<file path="config.mk">
export PLATFORM = sky130hd
export DESIGN_NAME = bus_arbiter_8
export DESIGN_NICKNAME = d
export VERILOG_FILES = /design/src/rtl/bus_arbiter_8.sv
export SDC_FILE = /design/constraint.sdc
export NUM_CORES = 1
export LEC_CHECK = 0
export ABC_AREA = 0
export BUFFER_PORTS_ARGS = -buffer_cell sky130_fd_sc_hd__buf_4
export CELL_PAD_IN_SITES_DETAIL_PLACEMENT = 1
export CELL_PAD_IN_SITES_GLOBAL_PLACEMENT = 2
export CORE_MARGIN = 5
export CORE_UTILIZATION = 27
export CTS_CLUSTER_SIZE = 14
export DETAILED_ROUTE_END_ITERATION = 16
export GPL_TIMING_DRIVEN = 1
export PLACE_DENSITY_LB_ADDON = 0.1
export REMOVE_ABC_BUFFERS = 1
export SYNTH_ARGS = -nofsm -noshare
export SYNTH_HDL_FRONTEND = slang
export SYNTH_SLANG_ARGS = --single-unit
</file>
<file path="constraint.sdc">
create_clock -name clk -period 3.9 [get_ports clk]
set_input_delay 0.39 -clock clk [delete_from_list [all_inputs] [get_ports clk]]
set_output_delay 0.39 -clock clk [all_outputs]
set_load 0.01 [all_outputs]
</file>
<file path="src/rtl/bus_arbiter_8.sv">
// 8-requester round-robin bus arbiter with registered one-hot grant and 16-bit data mux.
// Optional grant-tenure limit is compiled in with BUS_ARBITER_TIMEOUT_EN.
module bus_arbiter_8 #(
  parameter int MAX_HOLD = 16
) (
  input  logic         clk,
  input  logic         rst,
  input  logic [7:0]   req,
  input  logic [127:0] data_in,
  output logic [7:0]   gnt,
  output logic [2:0]   sel,
  output logic         busy,
  output logic [15:0]  bus_data
);

  if (MAX_HOLD < 2 || MAX_HOLD > 255) begin : g_bad_max_hold
    $error("bus_arbiter_8: MAX_HOLD out of range 2..255");
  end

  typedef enum logic {IDLE, OWN} state_t;

  state_t     r_state, w_state_nxt;
  logic [7:0] r_gnt, w_gnt_nxt;
  logic [2:0] r_sel, w_sel_nxt;
  logic [2:0] r_last, w_last_nxt;
  logic       r_busy, w_busy_nxt;
  logic       w_grant;
  logic [3:0] w_pick;

  // Returns {found, index} of the first set mask bit searching last+1 .. last+8 (mod 8).
  function automatic logic [3:0] rr_pick(input logic [7:0] mask, input logic [2:0] last);
    logic [3:0] res;
    logic [2:0] idx;
    res = 4'b0;
    for (int k = 1; k <= 8; k++) begin
      idx = last + 3'(k);
      if (!res[3] && mask[idx]) res = {1'b1, idx};
    end
    return res;
  endfunction

`ifdef BUS_ARBITER_TIMEOUT_EN
  localparam logic [7:0] HOLD_LAST = 8'(MAX_HOLD - 1);
  logic [7:0] r_hold, w_hold_nxt;
  logic       w_timeout;
  assign w_timeout = (r_hold == HOLD_LAST) && ((req & ~r_gnt) != 8'h00);
`endif

  always_comb begin
    w_state_nxt = r_state;
    w_gnt_nxt   = r_gnt;
    w_sel_nxt   = r_sel;
    w_busy_nxt  = r_busy;
    w_last_nxt  = r_last;
    w_grant     = 1'b0;
    // Masking the owner's bit lets a timeout skip it; otherwise its req is already 0.
    w_pick      = rr_pick(req & ~r_gnt, r_last);
    case (r_state)
      IDLE: if (|req) w_grant = 1'b1;
      OWN: begin
        if (!req[r_sel]) begin
          if (|req) begin
            w_grant = 1'b1;
          end else begin
            w_state_nxt = IDLE;
            w_gnt_nxt   = 8'h00;
            w_busy_nxt  = 1'b0;
          end
        end
`ifdef BUS_ARBITER_TIMEOUT_EN
        else if (w_timeout) begin
          w_grant = 1'b1;
        end
`endif
      end
      default: w_state_nxt = IDLE;
    endcase
    if (w_grant) begin
      w_state_nxt = OWN;
      w_gnt_nxt   = 8'b1 << w_pick[2:0];
      w_sel_nxt   = w_pick[2:0];
      w_busy_nxt  = 1'b1;
      w_last_nxt  = w_pick[2:0];
    end
  end

`ifdef BUS_ARBITER_TIMEOUT_EN
  always_comb begin
    w_hold_nxt = r_hold;
    if (w_grant)
      w_hold_nxt = 8'h00;
    else if (w_state_nxt == OWN && r_state == OWN && r_hold != HOLD_LAST)
      w_hold_nxt = r_hold + 8'd1;
  end

  always_ff @(posedge clk or posedge rst) begin
    if (rst) r_hold <= 8'h00;
    else     r_hold <= w_hold_nxt;
  end
`endif

  always_ff @(posedge clk or posedge rst) begin
    if (rst) begin
      r_state <= IDLE;
      r_gnt   <= 8'h00;
      r_sel   <= 3'd0;
      r_busy  <= 1'b0;
      r_last  <= 3'd7;
    end else begin
      r_state <= w_state_nxt;
      r_gnt   <= w_gnt_nxt;
      r_sel   <= w_sel_nxt;
      r_busy  <= w_busy_nxt;
      r_last  <= w_last_nxt;
    end
  end

  assign gnt      = r_gnt;
  assign sel      = r_sel;
  assign busy     = r_busy;
  assign bus_data = r_busy ? data_in[{r_sel, 4'b0000} +: 16] : 16'h0000;

endmodule

</file>
==> results.md <==
- Initial antenna violation count: 0
- CP max FO: 11
- Gr usage total: 0.1810
- Crit path capture type: register
- Yosys reg bits: 16
- Top cells by area, synth: mux4_2 (35%), mux2i_1 (12%), dfrtp_1 (11%)
- Gr ovfl total: 0
- Post-DRT Antenna Nets: 0
- Clock skew: 5.347 ps
- Area Growth Syn to Fin: 46.05%
- Most frequent cells in the layout: buf_4 (172), mux4_2 (47), mux2i_1 (36)
- CTS tree: built
- Post-cts hold buffer count: 0
- CP startpoint kind: register
- Hold crit path type: input port to asynchronous set/reset pin
- Critical path class: register to register
- Clk pin slew, worst setup/hold paths: 70 ps
- Worst-Margin Slew: 655.3 ps
- Clock sink count: 16
- Yosys top cell area share: 0.3538
- Leak: 1.988 nW
- FILL cells: 1,263
- Post-synth EDFFs: 0
- Synth Instances: 263
- Final min period: 3430 ps
- Slew HR: 0.5632
- Post-CTS Resized: 0
- Initial DRC count: 130
- Post-synthesis cell area: 0.002992 mm2
- # H-tree levels: 1
- Fin crit share: 0.8794
- Worst skew pair latency: 250 ps
- Die height: 115.3 um
- Postcts setup bufs: 0
- Fmax: 0.2916 GHz
- Final slew viol count: 0
- Share of cells above drive strength 1: 0.5813
- Yosys warning count: 0
- Die X: 115.3 um
- Maximum capacitance violations: 0
- Setup TNS: 0 ps
- Final setup fails: 0
- I/O Buffers: 165
- Seq/Total Area, Yosys: 0.1351
- Fin. Hold Viols: 0
- WL/cell: 22.62 um
- Number of global-route vias before repair: 3,341
- Final core occ: 0.4030
- Max IR drop VDD: 0.0006080 V
- Number of remaining DRC errors: 0
- Commonest non-fill, non-tap cell in the layout: buf_4
- Pre-antenna DRT Iters: 4
- Gpl congestion: 0.8385
- First-pass GRT wire length: 18,550 um
- Critical Path AT: 3570 ps
- Yosys cell types: 63
- WP data required: 4040 ps
- Cell accounting for the most synthesized area: mux4_2
- Starting density of the core: 0.2760
- Root buffer cell: clkbuf_8
- Row Count: 38
- RSZ-0062 raised after global routing: no
- # IOs: 166
- Detailed placement HPWL: 10,590 um
- Antenna Cells: 0
- Syn_area_per_cell: 11.37 um2
- Largest net degree at the start of global routing: 35
- Pwr Total: 0.003872 W
- Synth Flop Type: dfrtp_1
- Asr flop ratio synth: 1.000
- Clock Tree Buf Depth: 2
- Vias per cell: 5.384
- Status: completed
- Pwr Density: 886.2 mW/mm2
- CORE AREA: 0.01084 mm2
- Vias: 3,004
- CTS buffer count: 3
- Die ar.: 0.01328 mm2
- Final nets: 559
- DRT Wirelength: 12,620 um
-- report_power, final --
group / leakage (nW) / switching, W / internal [W] / total, W
sequential: 0.192 / 0.000112 / 0.000250 / 0.000362
clock: 0.0288 / 0.0000580 / 0.0000896 / 0.000148
combinational: 1.77 / 0.00173 / 0.00164 / 0.00336
-- through the flow --
| step | setup slack [ps] | hold slack, ps | cells | cell area (um2) |
|---|---|---|---|---|
| global route | 239.4 | 276.6 | 558 | 4369 |
| floorplan | 481.7 | 301.6 | 242 | 2846 |
| global placement | 556.2 | 501.9 | 554 | 4314 |
| CTS | 477.4 | 244.2 | 558 | 4369 |
| detailed placement | 521.4 | 511.8 | 554 | 4314 |
| finish | 470.1 | 212.7 | 558 | 4369 |
-- area by class of cell --
type / count / area, um2 / area share
tap: 140 / 175.2 / 0.04009
timing repair buffer: 172 / 1291 / 0.2955
clock buffer: 4 / 55.05 / 0.01260
sequential: 16 / 405.4 / 0.09278
inverter: 7 / 38.79 / 0.008877
multi-input combinational: 219 / 2404 / 0.5501
-- path summary, 6_finish.rpt --
check,cells past startpoint,slack [ps],end,startpoint
max in group asynchronous,2,3250,sel[0],rst
worst min-delay path,2,210,r_state,rst
worst max-delay path,9,470,gnt[2],r_last[1]
min in group clk,3,430,r_state,req[7]
worst min register to register,2,580,gnt[5],gnt[5]
worst max register to register,9,470,gnt[2],r_last[1]
-- registers in the layout, summed over array words and instances (netlist names) --
name,flops
gnt,8
r_last,3
sel,3
busy,1
r_state,1
-- critical path, stage by stage (launching register included) --
cell	delay [ps]
dfstp_2	530
buf_4	190
ha_1	230
xor2_1	430
mux4_2	670
nor4b_4	440
nand3_1	130
o21bai_1	210
a32oi_1	190
a32o_2	320
-- cell usage after synthesis, types with 3 or more instances --
library cell and instances:
o22ai_1 3, o21ai_1 6, nor2_1 10, a32o_1 3
nand2b_1 9, mux4_2 47, a21oi_1 8, inv_1 5
dfrtp_1 13, nor2b_1 25, mux2i_1 36, nand2_1 13
dfstp_2 3, clkbuf_1 8, nor3_1 5, buf_1 5
-- logic make-up after synthesis --
kind of cell	after synthesis	synth area share
compound gates	50	0.1251
mux	88	0.5115
xor+xnor	2	0.008367
buf+inv	28	0.06148
simple gates	77	0.1501
fa+ha+maj	2	0.008363
flops	16	0.1351
-- per-layer routing --
metal	up-vias	global-route usage	part of all wire
met5	-	0	0
met4	0	0.03365	0.0099
met3	10	0.02316	0.046
met2	85	0.3418	0.57
met1	1534	0.2203	0.37
li1	1375	-	-
Note: power is estimated with default switching activity, not from simulation.
